--- config.mk ---
export PLATFORM = sky130hd
export DESIGN_NAME = ras_ckpt
export DESIGN_NICKNAME = d
export VERILOG_FILES = /design/src/rtl/ras_ckpt.sv
export SDC_FILE = /design/constraint.sdc
export NUM_CORES = 1
export LEC_CHECK = 0
export BUFFER_PORTS_ARGS = -buffer_cell sky130_fd_sc_hd__buf_4
export CORE_MARGIN = 2
export CORE_UTILIZATION = 51
export DETAILED_ROUTE_END_ITERATION = 12
export GPL_TIMING_DRIVEN = 0
export PLACE_DENSITY_LB_ADDON = 0.08
export SETUP_SLACK_MARGIN = 0.15
export SLEW_MARGIN = 20
export SYNTH_ARGS = -nofsm -noshare
export SYNTH_HDL_FRONTEND = slang
export SYNTH_SLANG_ARGS = --single-unit
export TNS_END_PERCENT = 1
--- constraint.sdc ---
create_clock -name clock -period 5.52 [get_ports clock]
set_input_delay 0.552 -clock clock [delete_from_list [all_inputs] [get_ports clock]]
set_output_delay 0.552 -clock clock [all_outputs]
set_load 0.01 [all_outputs]
--- src/rtl/ras_ckpt.sv ---
// Return address stack with circular storage and NUM_CKPT flush-recovery snapshots.
// A restore rewinds pointer and count and repairs the top entry.
module ras_ckpt #(
    parameter int DEPTH    = 8,
    parameter int AW       = 32,
    parameter int NUM_CKPT = 4
) (
    input  logic                        clock,
    input  logic                        reset,
    input  logic [AW-1:0]               waddr,
    input  logic                        ras_w_en,
    input  logic                        ras_r_en,
    input  logic                        ckpt_en,
    input  logic [$clog2(NUM_CKPT)-1:0] ckpt_id,
    input  logic                        restore_en,
    input  logic [$clog2(NUM_CKPT)-1:0] restore_id,
    output logic [AW-1:0]               raddr,
    output logic                        ras_valid,
    output logic [$clog2(DEPTH):0]      count
);

    localparam int PW = $clog2(DEPTH);
    localparam int CW = PW + 1;

    localparam logic [PW-1:0] PTR_ZERO = {PW{1'b0}};
    localparam logic [PW-1:0] PTR_ONE  = PW'(1);
    localparam logic [PW-1:0] PTR_TWO  = PW'(2);
    localparam logic [CW-1:0] CNT_ZERO = {CW{1'b0}};
    localparam logic [CW-1:0] CNT_ONE  = CW'(1);
    localparam logic [CW-1:0] CNT_FULL = CW'(DEPTH);

    logic [AW-1:0] entry_r    [DEPTH];
    logic [PW-1:0] w_ptr_r;
    logic [CW-1:0] count_r;
    logic          ras_valid_r;

    logic [PW-1:0] ck_wptr_r  [NUM_CKPT];
    logic [CW-1:0] ck_cnt_r   [NUM_CKPT];
    logic [AW-1:0] ck_top_r   [NUM_CKPT];
    logic [NUM_CKPT-1:0] ck_valid_r;

    logic [PW-1:0] top_idx_s;
    logic [PW-1:0] below_idx_s;
    logic          empty_s;
    logic          wr_en_s;
    logic [PW-1:0] wr_idx_s;
    logic [AW-1:0] wr_data_s;
    logic [PW-1:0] nxt_wptr_s;
    logic [CW-1:0] nxt_cnt_s;
    logic [AW-1:0] nxt_top_s;
    logic          ck_wr_s;

    assign top_idx_s   = w_ptr_r - PTR_ONE;
    assign below_idx_s = w_ptr_r - PTR_TWO;
    assign empty_s     = (count_r == CNT_ZERO);

    assign raddr     = entry_r[top_idx_s];
    assign count     = count_r;
    assign ras_valid = ras_valid_r;

    // Next-state selection: restore beats push/pop; push+pop on an empty stack is a plain push.
    always_comb begin
        wr_en_s    = 1'b0;
        wr_idx_s   = w_ptr_r;
        wr_data_s  = waddr;
        nxt_wptr_s = w_ptr_r;
        nxt_cnt_s  = count_r;
        nxt_top_s  = entry_r[top_idx_s];
        if (restore_en) begin
            if (ck_valid_r[restore_id]) begin
                nxt_wptr_s = ck_wptr_r[restore_id];
                nxt_cnt_s  = ck_cnt_r[restore_id];
                wr_idx_s   = ck_wptr_r[restore_id] - PTR_ONE;
                wr_data_s  = ck_top_r[restore_id];
                wr_en_s    = (ck_cnt_r[restore_id] != CNT_ZERO);
            end else begin
                nxt_wptr_s = PTR_ZERO;
                nxt_cnt_s  = CNT_ZERO;
            end
        end else if (ras_w_en && (!ras_r_en || empty_s)) begin
            wr_en_s    = 1'b1;
            nxt_wptr_s = w_ptr_r + PTR_ONE;
            nxt_cnt_s  = (count_r == CNT_FULL) ? count_r : (count_r + CNT_ONE);
            nxt_top_s  = waddr;
        end else if (ras_w_en) begin
            wr_en_s    = 1'b1;
            wr_idx_s   = top_idx_s;
            nxt_top_s  = waddr;
        end else if (ras_r_en && !empty_s) begin
            nxt_wptr_s = top_idx_s;
            nxt_cnt_s  = count_r - CNT_ONE;
            nxt_top_s  = entry_r[below_idx_s];
        end else begin
            nxt_top_s  = entry_r[top_idx_s];
        end
    end

    assign ck_wr_s = ckpt_en && !restore_en && !reset;

    // Pointer, count and checkpoint-valid state with synchronous reset.
    always_ff @(posedge clock) begin
        if (reset) begin
            w_ptr_r     <= PTR_ZERO;
            count_r     <= CNT_ZERO;
            ras_valid_r <= 1'b0;
            ck_valid_r  <= {NUM_CKPT{1'b0}};
        end else begin
            w_ptr_r     <= nxt_wptr_s;
            count_r     <= nxt_cnt_s;
            ras_valid_r <= (nxt_cnt_s != CNT_ZERO);
            if (ck_wr_s) begin
                ck_valid_r[ckpt_id] <= 1'b1;
            end
        end
    end

    // Entry and snapshot payload storage, intentionally not reset.
    always_ff @(posedge clock) begin
        if (wr_en_s && !reset) begin
            entry_r[wr_idx_s] <= wr_data_s;
        end
        if (ck_wr_s) begin
            ck_wptr_r[ckpt_id] <= nxt_wptr_s;
            ck_cnt_r[ckpt_id]  <= nxt_cnt_s;
            ck_top_r[ckpt_id]  <= nxt_top_s;
        end
    end

endmodule
==> flow_summary.yaml, run 1 <==
placement:
  gp_congestion: 0.764
  hpwlAfterDp_mm: 35.0
  placed_area_um2: 20900
  placed_cells: 1697
  portBuffers: 75
  pre_cts_slack_ps: 999
worst_setup_path:
  worstReg2RegEnd: "entry_r[4][25]"
  critical_path_class: "flip-flop to output port"
  critPathMaxFanout: 10
  crit_start: "w_ptr_r[0]"
  rrSetupSlack_ps: 840
  endpoint_kind: "output port"
  r2r_cells: 14
  crit_arrival_ps: 4290
  r2r_start: "w_ptr_r[0]"
  crit_required_ps: 4970
  worstSetupStartpointType: "flip-flop"
timing:
  rsz0062_at_grt: "false"
  hold_viol: 0
  relSlewSlack_pct: 25.5
  fin_crit_ps: 4840
  finalCritPeriodShare_pct: 87.7
  skew_ps: 18.5
  slew_violations: 0
  holdWs_ps: 189
  setup_violations: 0
  worstMarginPinSlew_ps: 1120
  final.setup.worst_slack_ps: 677
  fmax_ghz: 0.206
clock_tree:
  hold_buffers: 0
  clkLatencyLatePin_ps: 580
  htreeDepth: 2
  path_clk_slew_ps: 70
  cts_tree: "built"
  clock_sinks: 424
  numCtsBuffers: 44
  root_buffer: "clkbuf_16"
  post_cts_buffers: 0
  clock_path_buffers: 3
  cts_resized: 0
power:
  p_leak_nw: 7.16
  power_density_nw_per_um2: 335
  peakVddDrop_mv: 0.275
synth:
  async_flop_share_pct: 0
  yosys_warnings: 0
  synthXorXnorAreaFrac_pct: 0.358
  syn_inst: 1059
  synthAdderAreaFrac_pct: 0.325
  syn-num-nets: 1106
  synth_top_family_by_area: "multiplexers"
  synthMuxAreaShare_pct: 23.0
  ys_seq_area_share_pct: 65.6
  ys_ff_latch: 424
  synth.distinct_cells: 64
  synth_compound_area_share_pct: 6.02
  syn_avg_cell_area_um2: 18.2
  synth-simple-area-share_pct: 2.26
  synth-edff-count: 412
  syn_area_um2: 19200
  synth_ff_type: "edfxtp_1"
layout:
  fin_nets: 1279
  diodes: 0
  drive_gt1_share_pct: 35.4
  final_cells: 1774
  design_area_um2: 22300
  area_growth_pct: 15.9
  fill_cells: 2769
  multiInputGateArea_um2: 6200
  seq_area_um2: 12600
grt:
  grt_remaining_overflow: 0
  grt_pass1_wl_mm: 75.0
  grt_pass1_vias: 11600
  grtUsageTotal_pct: 27.0
  antenna_found_initial: 0
  grt_max_degree: 40
worst_hold_path:
  worst_hold_path.endpoint: "w_ptr_r[0]"
  min_path_type: "primary input to flip-flop"
  hold_depth: 2
  hold_path_startpoint: "reset"
detailed_routing:
  drt_iter0_drc: 1083
  first_pass_iters: 5
  drcViolationCount: 0
  wl_per_cell_um: 29.1
  ant_nets: 0
  routed_via_density: 6.37
  vias: 11300
  drt_wl_total_mm: 51.7
flow_run:
  drv_cap: 0
die:
  coreArea_um2: 37400
  ios: 79
  rows: 71
  dieArea_um2: 39300
  dieWidth_um: 198
  start_util_pct: 51.4
  die_y_um: 198
outcome:
  status: "complete, no violations"
## area by class of cell
| cell class | count | area share (%) |
|---|---|---|
| inverter | 13 | 0.219 |
| clock buffer | 57 | 5.25 |
| clock inverter | 20 | 0.780 |
| multi-input combinational | 547 | 27.8 |
| tap | 511 | 2.87 |
| buffer | 75 | 1.92 |
| sequential | 424 | 56.6 |
| timing repair buffer | 127 | 4.57 |
## cells in the mapped netlist, drive strengths merged (5+ instances only)
master	instances	share of area (%)
clkbuf	21	0.41
o22ai	61	2.0
a22oi	18	0.70
mux2	64	3.7
buf	54	1.8
o32ai	14	0.64
nand2	13	0.27
ha	5	0.33
nor2	22	0.47
mux2i	95	4.9
nor3	13	0.36
mux4	122	14
dfxtp	12	1.2
edfxtp	412	64
a21oi	39	1.1
inv	12	0.23
o21ai	22	0.59
nor2b	5	0.16
## state kept, by name (all words and copies together) (netlist names)
signal	count
ck_cnt_r	16
ck_wptr_r	12
w_ptr_r	3
count	4
ck_valid_r	4
entry_r	256
ck_top_r	128
ras_valid	1
## how the worst max path moves through the flow
stage	end	slack, ps	cells past startpoint
2_1_floorplan	entry_r[6][0]	580	11
3_3_place_gp	entry_r[7][13]	-3290	11
3_5_place_dp	entry_r[4][11]	1000	14
4_1_cts	raddr[28]	720	11
5_1_grt	raddr[18]	570	12
6_report	raddr[28]	680	11
## through the flow
step | total power, W | utilization (%) | setup TNS (ps)
after floorplan | 0.00432 | - | 0
after global placement | 0.00467 | 54.6 | -904560
after detailed placement | 0.00469 | 56.0 | 0
after CTS | 0.00750 | 59.6 | 0
after global routing | 0.00769 | 59.6 | 0
final | 0.00746 | 59.6 | 0
## layout by cell type (no fill, tap or decap), types with 18 or more instances in the layout
cell type    n
a22oi_1     18
o21ai_1     19
buf_6       20
clkbuf_16   45
buf_2       24
nor2_1      19
a21oi_1     36
mux2_2      64
buf_4      129
mux2i_1     95
o22ai_1     60
edfxtp_1   412
mux4_2     122
clkbuf_1    33
## routing by layer
metal	vias to the layer above	track usage (%)	routed length, um
met5	-	0	0
met4	0	9.38	1660
met3	106	4.82	3300
met2	435	43.7	24900
met1	5963	37.2	21800
li1	4799	-	-
## report_power, final
part	internal, W	switching (W)	total, W
clock	0.00163	0.00120	0.00283
sequential	0.00363	0.0000164	0.00364
combinational	0.000416	0.000569	0.000985
## critical path, cell delays in order, from the launching register on
cell	delay, ps
dfxtp_1	340
buf_4	250
buf_4	260
buf_6	240
buf_2	370
inv_1	90
ha_1	280
buf_2	180
clkbuf_1	760
mux4_2	420
mux2_2	350
buf_4	170
## cells by family after synthesis
logic type	Yosys count
compound gates	175
xor+xnor	7
fa+ha+maj	5
buf+inv	88
flops	424
mux	281
simple gates	79
Power figures use the tool's default switching activity.
==> run 2: changes to the inputs <==
--- a/config.mk
+++ b/config.mk
@@ -7,2 +7,3 @@
 export LEC_CHECK = 0
+export ABC_AREA = 0
 export BUFFER_PORTS_ARGS = -buffer_cell sky130_fd_sc_hd__buf_4
==> constraint.sdc (replaced) <==
create_clock -name clock -period 5.52 [get_ports clock]
set_input_delay 0.276 -clock clock [delete_from_list [all_inputs] [get_ports clock]]
set_output_delay 0.276 -clock clock [all_outputs]
set_load 0.01 [all_outputs]
==> flow_summary.yaml, run 2 (synthesis gave the netlist of run 1 again) <==
worst_setup_path:
  crit_path_end: "entry_r[4][25]"
  r2r_start: "w_ptr_r[0]"
  crit_chain: "buf_4, buf_4, buf_6, buf_2, inv_1, ha_1, buf_2, buf_2, buf_2, a221oi_1, nor3_2, buf_6, buf_4, buf_4"
  r2r_cells: 14
  crit_start: "w_ptr_r[0]"
  slowest_delay_ps: 700
  crit_arrival_ps: 4930
  crit_buf_inv: 11
  endpoint_kind: "flip-flop"
  crit_required_ps: 5790
  cp_top_family: "buffers and inverters"
  crit_slowest_cell: "nor3_2"
  crit_cells: 14
  critical_path_class: "flip-flop to flip-flop"
  rrSetupSlack_ps: 860
  critPathMaxFanout: 10
  worstReg2RegEnd: "entry_r[4][25]"
  worstSetupStartpointType: "flip-flop"
die:
  dieArea_um2: 39300
  ios: 79
  rows: 71
  start_util_pct: 51.4
  dieWidth_um: 198
  coreArea_um2: 37400
  die_y_um: 198
detailed_routing:
  routed_via_density: 6.36
  drt_wl_total_mm: 51.7
  wl_per_cell_um: 29.1
  first_pass_iters: 5
  drcViolationCount: 0
  ant_nets: 0
  vias: 11300
  drt_iter0_drc: 1046
placement:
  portBuffers: 75
  gp_congestion: 0.764
  hpwlAfterDp_mm: 35.0
timing:
  relSlewSlack_pct: 23.0
  fin_crit_ps: 4660
  rsz0062_at_grt: "false"
  holdWs_ps: 78.8
  worstMarginPinSlew_ps: 1160
  final.setup.tns_ps: 0
  setup_violations: 0
  hold_viol: 0
  skew_ps: 23.5
  slew_violations: 0
  finalCritPeriodShare_pct: 84.4
  fmax_ghz: 0.215
layout:
  final_cell_mix: "412 x edfxtp_1, 129 x buf_4, 122 x mux4_2, 95 x mux2i_1, 64 x mux2_2"
  fill_cells: 2768
  final_common_cell: "edfxtp_1"
  reg_top3: "entry_r (256), ck_top_r (128), ck_cnt_r (16)"
  diodes: 0
  largest_reg_flops: 256
  regMostFlops: "entry_r"
  drive_gt1_share_pct: 35.3
  area_growth_pct: 16.0
  fin_nets: 1281
power:
  power_density_nw_per_um2: 334
  p_leak_nw: 7.16
  seqPwrFrac_pct: 48.8
  comb_power_share_pct: 13.2
  peakVddDrop_mv: 0.276
  p_clk_share_pct: 37.9
  p_int_w: 0.00567
  switchingPower_w: 0.00179
  p_sw_share_pct: 24.0
  total_power_w: 0.00746
grt:
  antenna_found_initial: 0
  grt_pass1_vias: 11600
  grt_max_degree: 40
  grt_pass1_wl_mm: 75.1
  grt_remaining_overflow: 0
  grtUsageTotal_pct: 27.0
clock_tree:
  cts_resized: 0
  clock_sinks: 424
  htreeDepth: 2
  clkLatencyLatePin_ps: 580
  path_clk_slew_ps: 70
  clock_path_buffers: 3
  root_buffer: "clkbuf_16"
  numCtsBuffers: 44
  cts_tree: "built"
flow_run:
  drv_cap: 0
worst_hold_path:
  min_path_type: "primary input to flip-flop"
outcome:
  status: "complete, no violations"
[run 2: changes by cell type in the layout (fill, tap and decap cells not counted)]
cell	before	now
dlygate4sd3_1	0	2
[run 2: what timing repair did]
item | 4_1_cts | 5_1_grt
buffers inserted | 0 | 0
endpoints found under the hold margin | 3 | 0
hold buffers | 2 | 0
[run 2: how the worst min path moves through the flow]
stage	from	to	slack [ps]	cells after the start
2_1_floorplan	reset	w_ptr_r[0]	350	1
4_1_cts	ckpt_id[0]	ck_valid_r[2]	50	4
5_1_grt	ckpt_id[0]	ck_top_r[0][27]	100	2
3_3_place_gp	ck_valid_r[1]	ck_valid_r[1]	480	2
3_5_place_dp	ck_valid_r[3]	ck_valid_r[3]	490	2
6_report	ckpt_id[0]	ck_valid_r[2]	80	4
[run 2: tightest hold or removal path: stages]
cell,delay (ps)
buf_4,100
nor2_1,50
a21oi_1,130
nor2_1,50
[run 2: routing by layer]
layer	vias to the layer above	routed length, um	global-route usage [%]
met5	-	0	0
met4	0	1660	9.38
met3	108	3440	4.82
met2	464	24900	43.8
met1	5902	21700	37.2
li1	4814	-	-
[run 2: power groups by stage]
stage                     Clock (W)  Combinational (W)  Sequential, W
after global routing        0.00300            0.00105        0.00364
final                       0.00283           0.000987        0.00364
after floorplan                   0           0.000617        0.00371
after detailed placement          0           0.000982        0.00371
after CTS                   0.00287           0.000986        0.00364
after global placement            0           0.000955        0.00371
[run 2: metrics by stage]
step	instance area, um2	std cells	worst slack, ps	util [%]
2_1_floorplan	19200	1059	582	-
3_3_place_gp	20400	1645	-3290	54.6
3_5_place_dp	20900	1697	999	56.0
4_1_cts	22300	1776	937	59.7
5_1_grt	22300	1776	700	59.7
6_report	22300	1776	861	59.7
[run 2: final cells by class]
| type | instances | area [um2] | share of cell area [%] |
|---|---|---|---|
| Inverter | 13 | 48.8 | 0.219 |
| Clock inverter | 20 | 174 | 0.780 |
| Tap cell | 511 | 639 | 2.87 |
| Sequential cell | 424 | 12600 | 56.5 |
| Clock buffer | 57 | 1170 | 5.25 |
| Buffer | 75 | 428 | 1.92 |
| Multi-Input combinational cell | 547 | 6200 | 27.8 |
| Timing Repair Buffer | 129 | 1040 | 4.66 |
